**config.mk**
```make
export PLATFORM = sky130hd
export DESIGN_NAME = bcd_down_timer
export DESIGN_NICKNAME = d
export VERILOG_FILES = /design/src/rtl/bcd_down_timer.sv
export SDC_FILE = /design/constraint.sdc
export NUM_CORES = 1
export LEC_CHECK = 0
export ABC_CLOCK_PERIOD_IN_PS = 2700
export CAP_MARGIN = 5
export CORE_MARGIN = 2
export CORE_UTILIZATION = 51
export DETAILED_ROUTE_END_ITERATION = 6
export PLACE_DENSITY_LB_ADDON = 0.1
export SYNTH_ARGS = -nofsm -noshare
export SYNTH_HDL_FRONTEND = slang
export SYNTH_SLANG_ARGS = --single-unit
```
**constraint.sdc**
```tcl
create_clock -name clock -period 2.7 [get_ports clock]
set_clock_uncertainty 0.1 [all_clocks]
set_input_delay 0.54 -clock clock [delete_from_list [all_inputs] [get_ports clock]]
set_output_delay 0.54 -clock clock [all_outputs]
set_load 0.005 [all_outputs]
```
**src/rtl/bcd_down_timer.sv**
```systemverilog
// Multi-digit BCD down-counter timer with load, auto-reload, pause,
// sticky fault and one-cycle terminal-count pulse.
module bcd_down_timer #(
    parameter int unsigned           DIGITS = 2,
    parameter logic [4*DIGITS-1:0]   PRESET = 8'h30
) (
    input  logic                  clock,
    input  logic                  reset,
    input  logic                  enable,
    input  logic                  pause,
    input  logic                  error,
    input  logic                  load,
    input  logic [4*DIGITS-1:0]   load_value,
    input  logic                  auto_reload,
    output logic [4*DIGITS-1:0]   bcd,
    output logic                  zero,
    output logic                  done,
    output logic                  running,
    output logic                  fault
);

    localparam int unsigned W = 4 * DIGITS;

    typedef enum logic [2:0] {
        S_IDLE,
        S_RUN,
        S_PAUSED,
        S_DONE,
        S_FAULT
    } state_t;

    state_t         state, state_nxt;
    logic [W-1:0]   count, count_nxt;
    logic [W-1:0]   reload, reload_nxt;
    logic           done_nxt;
    logic [W-1:0]   load_clamped;
    logic           go;

    // Saturate every decade above 9 down to 9.
    function automatic logic [W-1:0] bcd_clamp(input logic [W-1:0] v);
        logic [W-1:0] r;
        r = v;
        for (int unsigned i = 0; i < DIGITS; i++) begin
            if (v[4*i +: 4] > 4'd9) begin
                r[4*i +: 4] = 4'd9;
            end
        end
        return r;
    endfunction

    // Subtract one in BCD; a zero decade wraps to 9 and borrows upward.
    function automatic logic [W-1:0] bcd_dec(input logic [W-1:0] v);
        logic [W-1:0] r;
        logic         borrow;
        r      = v;
        borrow = 1'b1;
        for (int unsigned i = 0; i < DIGITS; i++) begin
            if (borrow) begin
                if (v[4*i +: 4] == 4'd0) begin
                    r[4*i +: 4] = 4'd9;
                end else begin
                    r[4*i +: 4] = v[4*i +: 4] - 4'd1;
                    borrow      = 1'b0;
                end
            end
        end
        return r;
    endfunction

    assign load_clamped = bcd_clamp(load_value);
    assign go           = enable & ~pause;
    assign bcd          = count;

    // State, count and registered status outputs.
    always_ff @(posedge clock) begin
        if (reset) begin
            state   <= S_IDLE;
            count   <= PRESET;
            reload  <= PRESET;
            done    <= 1'b0;
            zero    <= (PRESET == '0);
            running <= 1'b0;
            fault   <= 1'b0;
        end else begin
            state   <= state_nxt;
            count   <= count_nxt;
            reload  <= reload_nxt;
            done    <= done_nxt;
            zero    <= (count_nxt == '0);
            running <= (state_nxt == S_RUN);
            fault   <= (state_nxt == S_FAULT);
        end
    end

    // Next-state and next-count: error > load > pause > enable/count.
    always_comb begin
        state_nxt  = state;
        count_nxt  = count;
        reload_nxt = reload;
        done_nxt   = 1'b0;

        if (error) begin
            state_nxt = S_FAULT;
            count_nxt = '0;
        end else if (load) begin
            count_nxt  = load_clamped;
            reload_nxt = load_clamped;
            state_nxt  = (load_clamped == '0) ? S_DONE : S_IDLE;
        end else begin
            case (state)
                S_IDLE: begin
                    // A zero count can never run; park it as expired.
                    if (go) begin
                        state_nxt = (count == '0) ? S_DONE : S_RUN;
                    end
                end
                S_RUN: begin
                    if (count == '0) begin
                        // Auto-reload: zero is shown for exactly one cycle.
                        count_nxt = reload;
                        if (pause) begin
                            state_nxt = S_PAUSED;
                        end
                    end else if (pause) begin
                        state_nxt = S_PAUSED;
                    end else if (enable) begin
                        count_nxt = bcd_dec(count);
                        if (count == W'(1)) begin
                            done_nxt = 1'b1;
                            if (!auto_reload) begin
                                state_nxt = S_DONE;
                            end
                        end
                    end
                end
                S_PAUSED: begin
                    if (go) begin
                        state_nxt = S_RUN;
                    end
                end
                S_DONE: begin
                end
                S_FAULT: begin
                end
                default: begin
                    state_nxt = S_IDLE;
                end
            endcase
        end
    end

endmodule

```
== Word level (Yosys, flattened, before mapping) ==
Cells that the tools add are included.

* Register bits: 23
* Input port bits: 15
* Output and inout bits: 12
* Logic and storage cells: 64

* Add/sub/neg operators: 2
* $lt $le $gt $ge: 2
* Equality and inequality tests: 7
* Mux-type cells: 32
* Bitwise gates (word level): 5
* Reduce and logical (&&, ||, !) cells: 9

{| class="wikitable"
|+ Operators by type and width
! cell !! count
|-
| $mux 8 || 6
|-
| $mux 3 || 10
|-
| $logic_not 8->1 || 3
|-
| $mux 4 || 5
|-
| $pmux 3 s4 || 1
|-
| $eq 8x1->1 const B || 1
|-
| $gt 4x4->1 const B || 2
|-
| $logic_not 4->1 || 2
|-
| $mux 1 || 8
|-
| $sub 4x1->4 const B || 2
|-
| $reduce_or 7->1 || 1
|-
| $eq 3x1->1 const B || 2
|-
| $eq 3x2->1 const B || 2
|-
| $eq 3x3->1 const B || 2
|-
| $mux 2 || 2
|-
| $not 1->1 || 4
|-
| $logic_not 3->1 || 1
|-
| $reduce_and 2->1 || 1
|-
| $reduce_or 2->1 || 1
|-
| $and 1x1->1 || 1
|}

== Longest topological paths before layout ==
Gate-level depths: netlist (run 1).

* Word-level depth: 16
* Depth in mapped cells: 9
* Depth with buffers taken out: 8

== Least setup slack after synthesis (run 1) ==
Ideal clock, no wire load.

* Kind: reg2reg
* Start: reg count[4] (netlist: bcd[4])
* End: reg zero
* Data arrival time: 1.978 ns
* Path slack: 0.532 ns
* Cell stages (with the launch flop): 10
* Period minus slack after synthesis: 2.168 ns
* Cell sequence: dfxtp_1 -> inv_1 -> ha_1 -> or3b_1 -> buf_6 -> or3_1 -> a21oi_1 -> a211o_2 -> a21oi_2 -> nor4bb_2

* Word-level cells in the longest chain between the ends: 10

{| class="wikitable"
|+ RTL lines
! what !! line !! RTL
|-
| start: declaration || 33 || <nowiki>logic [W-1:0] count, count_nxt;</nowiki>
|-
| start signal: assignment || 86 || <nowiki>count <= count_nxt;</nowiki>
|-
| $sub 4x1->4 / $logic_not 4->1 (equally long branches) || 62, 59 ||
|-
| $mux 4 || 59 || <nowiki>if (v[4*i +: 4] == 4'd0) begin</nowiki>
|-
| $mux 4 || 58 || <nowiki>if (borrow) begin</nowiki>
|-
| $mux 8 || 126 || <nowiki>end else if (enable) begin</nowiki>
|-
| $mux 8 || 124 || <nowiki>end else if (pause) begin</nowiki>
|-
| $mux 8 || 118 || <nowiki>if (count == '0) begin</nowiki>
|-
| $mux 8 * || 110 || <nowiki>case (state)</nowiki>
|-
| $mux 8 * || 105 || <nowiki>end else if (load) begin</nowiki>
|-
| $mux 8 * || 102 || <nowiki>if (error) begin</nowiki>
|-
| $logic_not 8->1 * || 89 || <nowiki>zero <= (count_nxt == '0);</nowiki>
|-
| end signal: assignment || 81 || <nowiki>zero <= (PRESET == '0);</nowiki>
|-
| end signal: assignment || 89 ||
|-
| end: declaration || 16 || <nowiki>output logic zero,</nowiki>
|}

Mark *: on every way between the ends. The rest lies on a longest branch, timed or not.
A chain may end at the register's enable or synchronous reset.

== Final worst setup path (run 1) ==
Ends and elaborated chain as after synthesis.

==> results.yml, run 1 <==
die:
  fp.dieH_um: 55.5
  initial_utilization_pct: 54.1
  core_mm2: 0.00250
  ios: 27
  rows: 18
  dieArea_mm2: 0.00308
  dieWidth_um: 55.5
detailed_routing:
  drtIter0Drc: 52
  wl_per_cell_um: 15.9
  drc: 0
  drtAntennaViolNets: 0
  wirelength_um: 3630
  vias_per_cell: 6.01
  first_pass_iters: 5
  vias: 1376
clock_network:
  cts_max_path_buffers: 2
  post_cts.repair.setup_buffers: 0
  hold_buffers: 0
  cts_buffers: 3
  cts_tree: "built"
  insertion_delay_ns: 0.31
  root_buffer: "clkbuf_4"
  clk_pin_slew_ns: 0.14
  h-tree-depth: 1
  cts.sink_count: 23
worst_setup_path:
  cp_data_required_time_ns: 2.82
  slowest_delay_ns: 0.54
  start_kind: "flip-flop"
  cp_top_family: "simple AND/OR/NAND/NOR gates"
  r2r_cells: 8
  cp_cell_sequence: "inv_1, ha_1, or3b_1, or3_1, a21oi_1, a211o_2, a21oi_2, nor4bb_2"
  cp_num_cells: 8
  cp-end-kind: "flip-flop"
  cpMaxStageDelayCell: "or3b_1"
  crit_arrival_ns: 2.64
  crit_fanout: 8
  crit_type: "flip-flop to flip-flop"
  cp_num_buf_inv: 1
sta:
  max_slew_margin_pct: 64.4
  maxSlewViolCount: 0
  finalSetupTns_ns: 0
  post-route-worst-setup-slack_ns: 0.171
  setup_viol: 0
  final.period_utilization_pct: 93.7
  min_period_ns: 2.53
  fmax_mhz: 395
  fin_hold_ws_ns: 0.365
  hold_violations: 0
  rsz0062_at_grt: "no"
  tightest_slew_ns: 0.534
synth:
  synth.top_cell.area_share_pct: 34.1
  yosys.area.top_type: "dfxtp_1"
  synth_edf_count: 0
  synth_flop_cell: "dfxtp_1"
  synth.distinct_cells: 46
  synthArstFlopShare_pct: 0
  ys_seq_elements: 23
  synth_warnings: 0
  synth_area_mm2: 0.00135
  synth_fp_nets: 188
  synth-seq-area-share_pct: 34.1
  synth_area_per_cell_um2: 7.95
  synth.area.top_cells: "dfxtp_1 (34%), nand2_1 (5.8%), nor2_1 (5.0%), a21oi_1 (4.1%), nor3b_1 (3.9%)"
  synth_cells: 170
grt:
  grtUsageTotal_pct: 24.1
  grt_pass1_vias: 1297
  grt_max_degree: 19
  grt_overflow_total: 0
  antenna_found_initial: 0
  grt_pass1_wl_um: 6020
power_and_ir_drop:
  p_leak_nw: 0.620
  ir_drop_mv: 0.268
  p_per_area_mw_per_mm2: 404
placed_design:
  finalWeightedCongestion: 0.971
  portBuffers: 26
  dp_hpwl_um: 2830
  dp_slack_ns: 0.0270
layout:
  final_layout_size_suffix_gt1_share_pct: 10.1
  diodes: 0
  synthToLayoutAreaGrowth_pct: 24.9
  layout_commonest_cell: "clkdlybuf4s50_1"
  fin_nets: 218
  mostFrequentLayoutCells: "clkdlybuf4s50_1 (26), dfxtp_1 (23), nand2_1 (21)"
min_path:
  hold_class: "flip-flop to flip-flop"
  hold_depth: 2
run_status:
  outcome: "finished clean"
flow_run:
  cap_violations: 0
[where the power goes]
part / leakage, nW / switching [W] / internal (W)
Combinational: 0.413 / 0.0000752 / 0.0000753
Clock: 0.0177 / 0.000106 / 0.0000552
Sequential: 0.189 / 0.0000152 / 0.000354
Total: 0.620 / 0.000196 / 0.000485
[registers in the layout, summed over array words and instances (netlist names)]
signal and cells:
bcd 8, reload 8, state 3, done 1
fault 1, running 1, zero 1
[per-stage QoR]
step,utilization [%],std cells,cell area (µm²),power [W]
floorplan,-,170,1350,0.000459
global placement,66.3,225,1660,0.000522
detailed placement,66.3,225,1660,0.000523
CTS,67.4,229,1690,0.000680
global route,67.5,229,1690,0.000708
finish,67.5,229,1690,0.000681
[cells by family (layout without fill, tap and decap cells)]
group / count (synthesis) / in the layout / synth area share, %
compound gates: 45 / 45 / 23.1
xor+xnor: 1 / 1 / 0.648
mux: 1 / 1 / 0.741
simple gates: 82 / 82 / 33.2
flops: 23 / 23 / 34.1
fa+ha+maj: 3 / 3 / 2.78
buf+inv: 15 / 44 / 5.46
[Yosys cell counts, types with 2 or more instances]
library cell / n
nor3b_1: 7
or3_1: 2
a21oi_1: 11
a31oi_1: 5
nand2b_1: 2
o21ai_0: 8
ha_1: 3
buf_2: 2
o21a_1: 2
inv_1: 6
nor2_4: 2
dfxtp_1: 23
nor3_1: 7
nand2_1: 21
nor2_1: 18
clkbuf_1: 4
buf_6: 2
nor4_1: 4
a211oi_1: 5
nor2b_1: 5
or3b_1: 2
o41ai_1: 2
nand3_1: 4
[metal layers]
metal	up-vias	share of wire, %	global-route usage [%]
met1	628	44	32.9
met4	0	2.1	7.67
met2	68	47	39.6
met3	8	6.9	2.58
li1	672	-	-
met5	-	0	0
[path summary, 6_finish.rpt]
check             from   endpoint  slack, ns
max             bcd[4]       zero       0.17
min          reload[5]  reload[5]       0.36
max reg2reg     bcd[4]       zero       0.17
min reg2reg  reload[5]  reload[5]       0.36
[cell type report]
| cell class | instances | area, µm² |
|---|---|---|
| inverters | 6 | 22.5 |
| well taps | 30 | 37.5 |
| repair buffers | 34 | 320 |
| flip-flops and latches | 23 | 460 |
| clock buffers | 3 | 22.5 |
| fillers | 220 | 812 |
| clock inverters | 1 | 5.00 |
| multi-input cells | 132 | 820 |
[repair_timing]
item | 4_1_cts | 5_1_grt
setup endpoints to repair | 0 | 1
resized for setup | 0 | 1
hold endpoints to repair | 0 | 0
[worst reg2reg max path, stage by stage, from the launching register on]
cell,delay [ns]
dfxtp_1,0.39
inv_1,0.10
ha_1,0.25
or3b_1,0.54
or3_1,0.44
a21oi_1,0.17
a211o_2,0.13
a21oi_2,0.06
nor4bb_2,0.27
Power figures use the tool's default switching activity.
==> run 2, diff against run 1 <==
- CAP_MARGIN: 5 -> 30
- CORE_ASPECT_RATIO: default -> 1.4
==> results.yml, run 2 (synthesis gave the netlist of run 1 again) <==
layout:
  synthToLayoutAreaGrowth_pct: 25.4
  fin_nets: 218
  multi_input_area_um2: 820
  mostFrequentLayoutCells: "clkdlybuf4s50_1 (26), dfxtp_1 (23), nand2_1 (21)"
  stdcell_area_mm2: 0.00169
  regArea_um2: 460
  nFillCells: 241
  diodes: 0
  final_layout_size_suffix_gt1_share_pct: 9.55
  layout_commonest_cell: "clkdlybuf4s50_1"
grt:
  grt_overflow_total: 0
  grt_pass1_vias: 1357
  grtUsageTotal_pct: 28.6
  antenna_found_initial: 0
  grt_max_degree: 19
  grt_pass1_wl_um: 6340
run_status:
  outcome: "finished clean"
placed_design:
  portBuffers: 26
  finalWeightedCongestion: 0.874
  dp_hpwl_um: 3010
  place_area_mm2: 0.00167
detailed_routing:
  wl_per_cell_um: 16.9
  drc: 0
  first_pass_iters: 4
  drtAntennaViolNets: 0
  drtIter0Drc: 66
  vias: 1393
  wirelength_um: 3980
  vias_per_cell: 5.93
worst_setup_path:
  r2r_cells: 8
  cp_data_required_time_ns: 2.84
  crit_fanout: 8
  crit_type: "flip-flop to flip-flop"
  crit_arrival_ns: 2.62
  r2r_start: "bcd[4]"
  reg2reg_slack_ns: 0.21
  r2r-end: "zero"
  cp-end-kind: "flip-flop"
  start_kind: "flip-flop"
die:
  core_mm2: 0.00256
  initial_utilization_pct: 52.8
  ios: 27
  dieArea_mm2: 0.00308
  fp.dieH_um: 64.9
  rows: 22
  dieWidth_um: 47.5
clock_network:
  insertion_delay_ns: 0.31
  h-tree-depth: 1
  clk_pin_slew_ns: 0.13
  hold_buffers: 0
  cts_tree: "built"
  cts.sink_count: 23
  cts_buffers: 3
  cts_max_path_buffers: 2
  root_buffer: "clkbuf_4"
sta:
  min_period_ns: 2.49
  final.period_utilization_pct: 92.1
  max_slew_margin_pct: 62.6
  fmax_mhz: 402
  finalSetupTns_ns: 0
  rsz0062_at_grt: "no"
  hold_violations: 0
  setup_viol: 0
  tightest_slew_ns: 0.560
  maxSlewViolCount: 0
min_path:
  hold_class: "flip-flop to flip-flop"
  hold_start: "reload[5]"
  hold_depth: 2
  min_to: "reload[5]"
power_and_ir_drop:
  ir_drop_mv: 0.241
  totalPowerFinal_w: 0.000685
  p_leak_nw: 0.617
  p_per_area_mw_per_mm2: 405
flow_run:
  cap_violations: 0
## run 2: cell types whose count changed in the layout (fill, tap and decap cells not counted)
| cell | previous run | this run |
|---|---|---|
| clkbuf_1 | 0 | 1 |
| clkinv_2 | 1 | 0 |
## run 2: final cells by class
class,count,share of cell area (%)
clock buffer,4,1.55
inverter,6,1.33
multi-input combinational,132,48.4
sequential,23,27.2
tap,36,2.66
timing repair buffer,34,18.9
## run 2: metrics by stage
stage          util (%)  hold slack [ns]  setup slack, ns  instances
6_report           66.2            0.369            0.213        235
5_1_grt            66.2            0.380           0.0436        235
4_1_cts            66.1            0.369            0.117        235
3_5_place_dp       65.1            0.349          -0.0355        231
3_3_place_gp       65.1            0.335           0.0742        231
2_1_floorplan         -            0.323            0.532        170
## run 2: what timing repair did
action	in CTS	in global routing
resized for setup	0	1
setup buffers	0	0
endpoints found under the setup margin	0	1
## run 2: critical path, stage by stage, from the launching register on
cell and delay (ns):
dfxtp_1 0.38, inv_1 0.09, ha_1 0.26, or3b_1 0.53, o32ai_1 0.33, a21oi_1 0.14, o21ai_0 0.14, nand3b_1 0.14
nor4bb_2 0.29
## run 2: per-layer routing
metal	vias up	track usage, %	share of wire (%)
li1	674	-	-
met1	657	34.6	41
met3	12	2.51	3.3
met2	50	49.5	52
met4	0	10.4	3.3
met5	-	0	0
## run 2: where the power goes
part	total, W	switching (W)	internal [W]
sequential	0.000370	0.0000157	0.000354
combinational	0.000151	0.0000759	0.0000752
clock	0.000164	0.000106	0.0000578
total	0.000685	0.000198	0.000487
## run 2: how the worst max path moves through the flow
stage,from,endpoint
2_1_floorplan,bcd[4],zero
3_3_place_gp,enable,zero
3_5_place_dp,enable,zero
4_1_cts,bcd[1],zero
5_1_grt,bcd[4],zero
6_report,bcd[4],zero
==> run 3, diff against run 2 <==
- TNS_END_PERCENT: default -> 100
==> results of run 3 <==
Same layout as run 2: the final DEF is identical, and so are final timing and power.
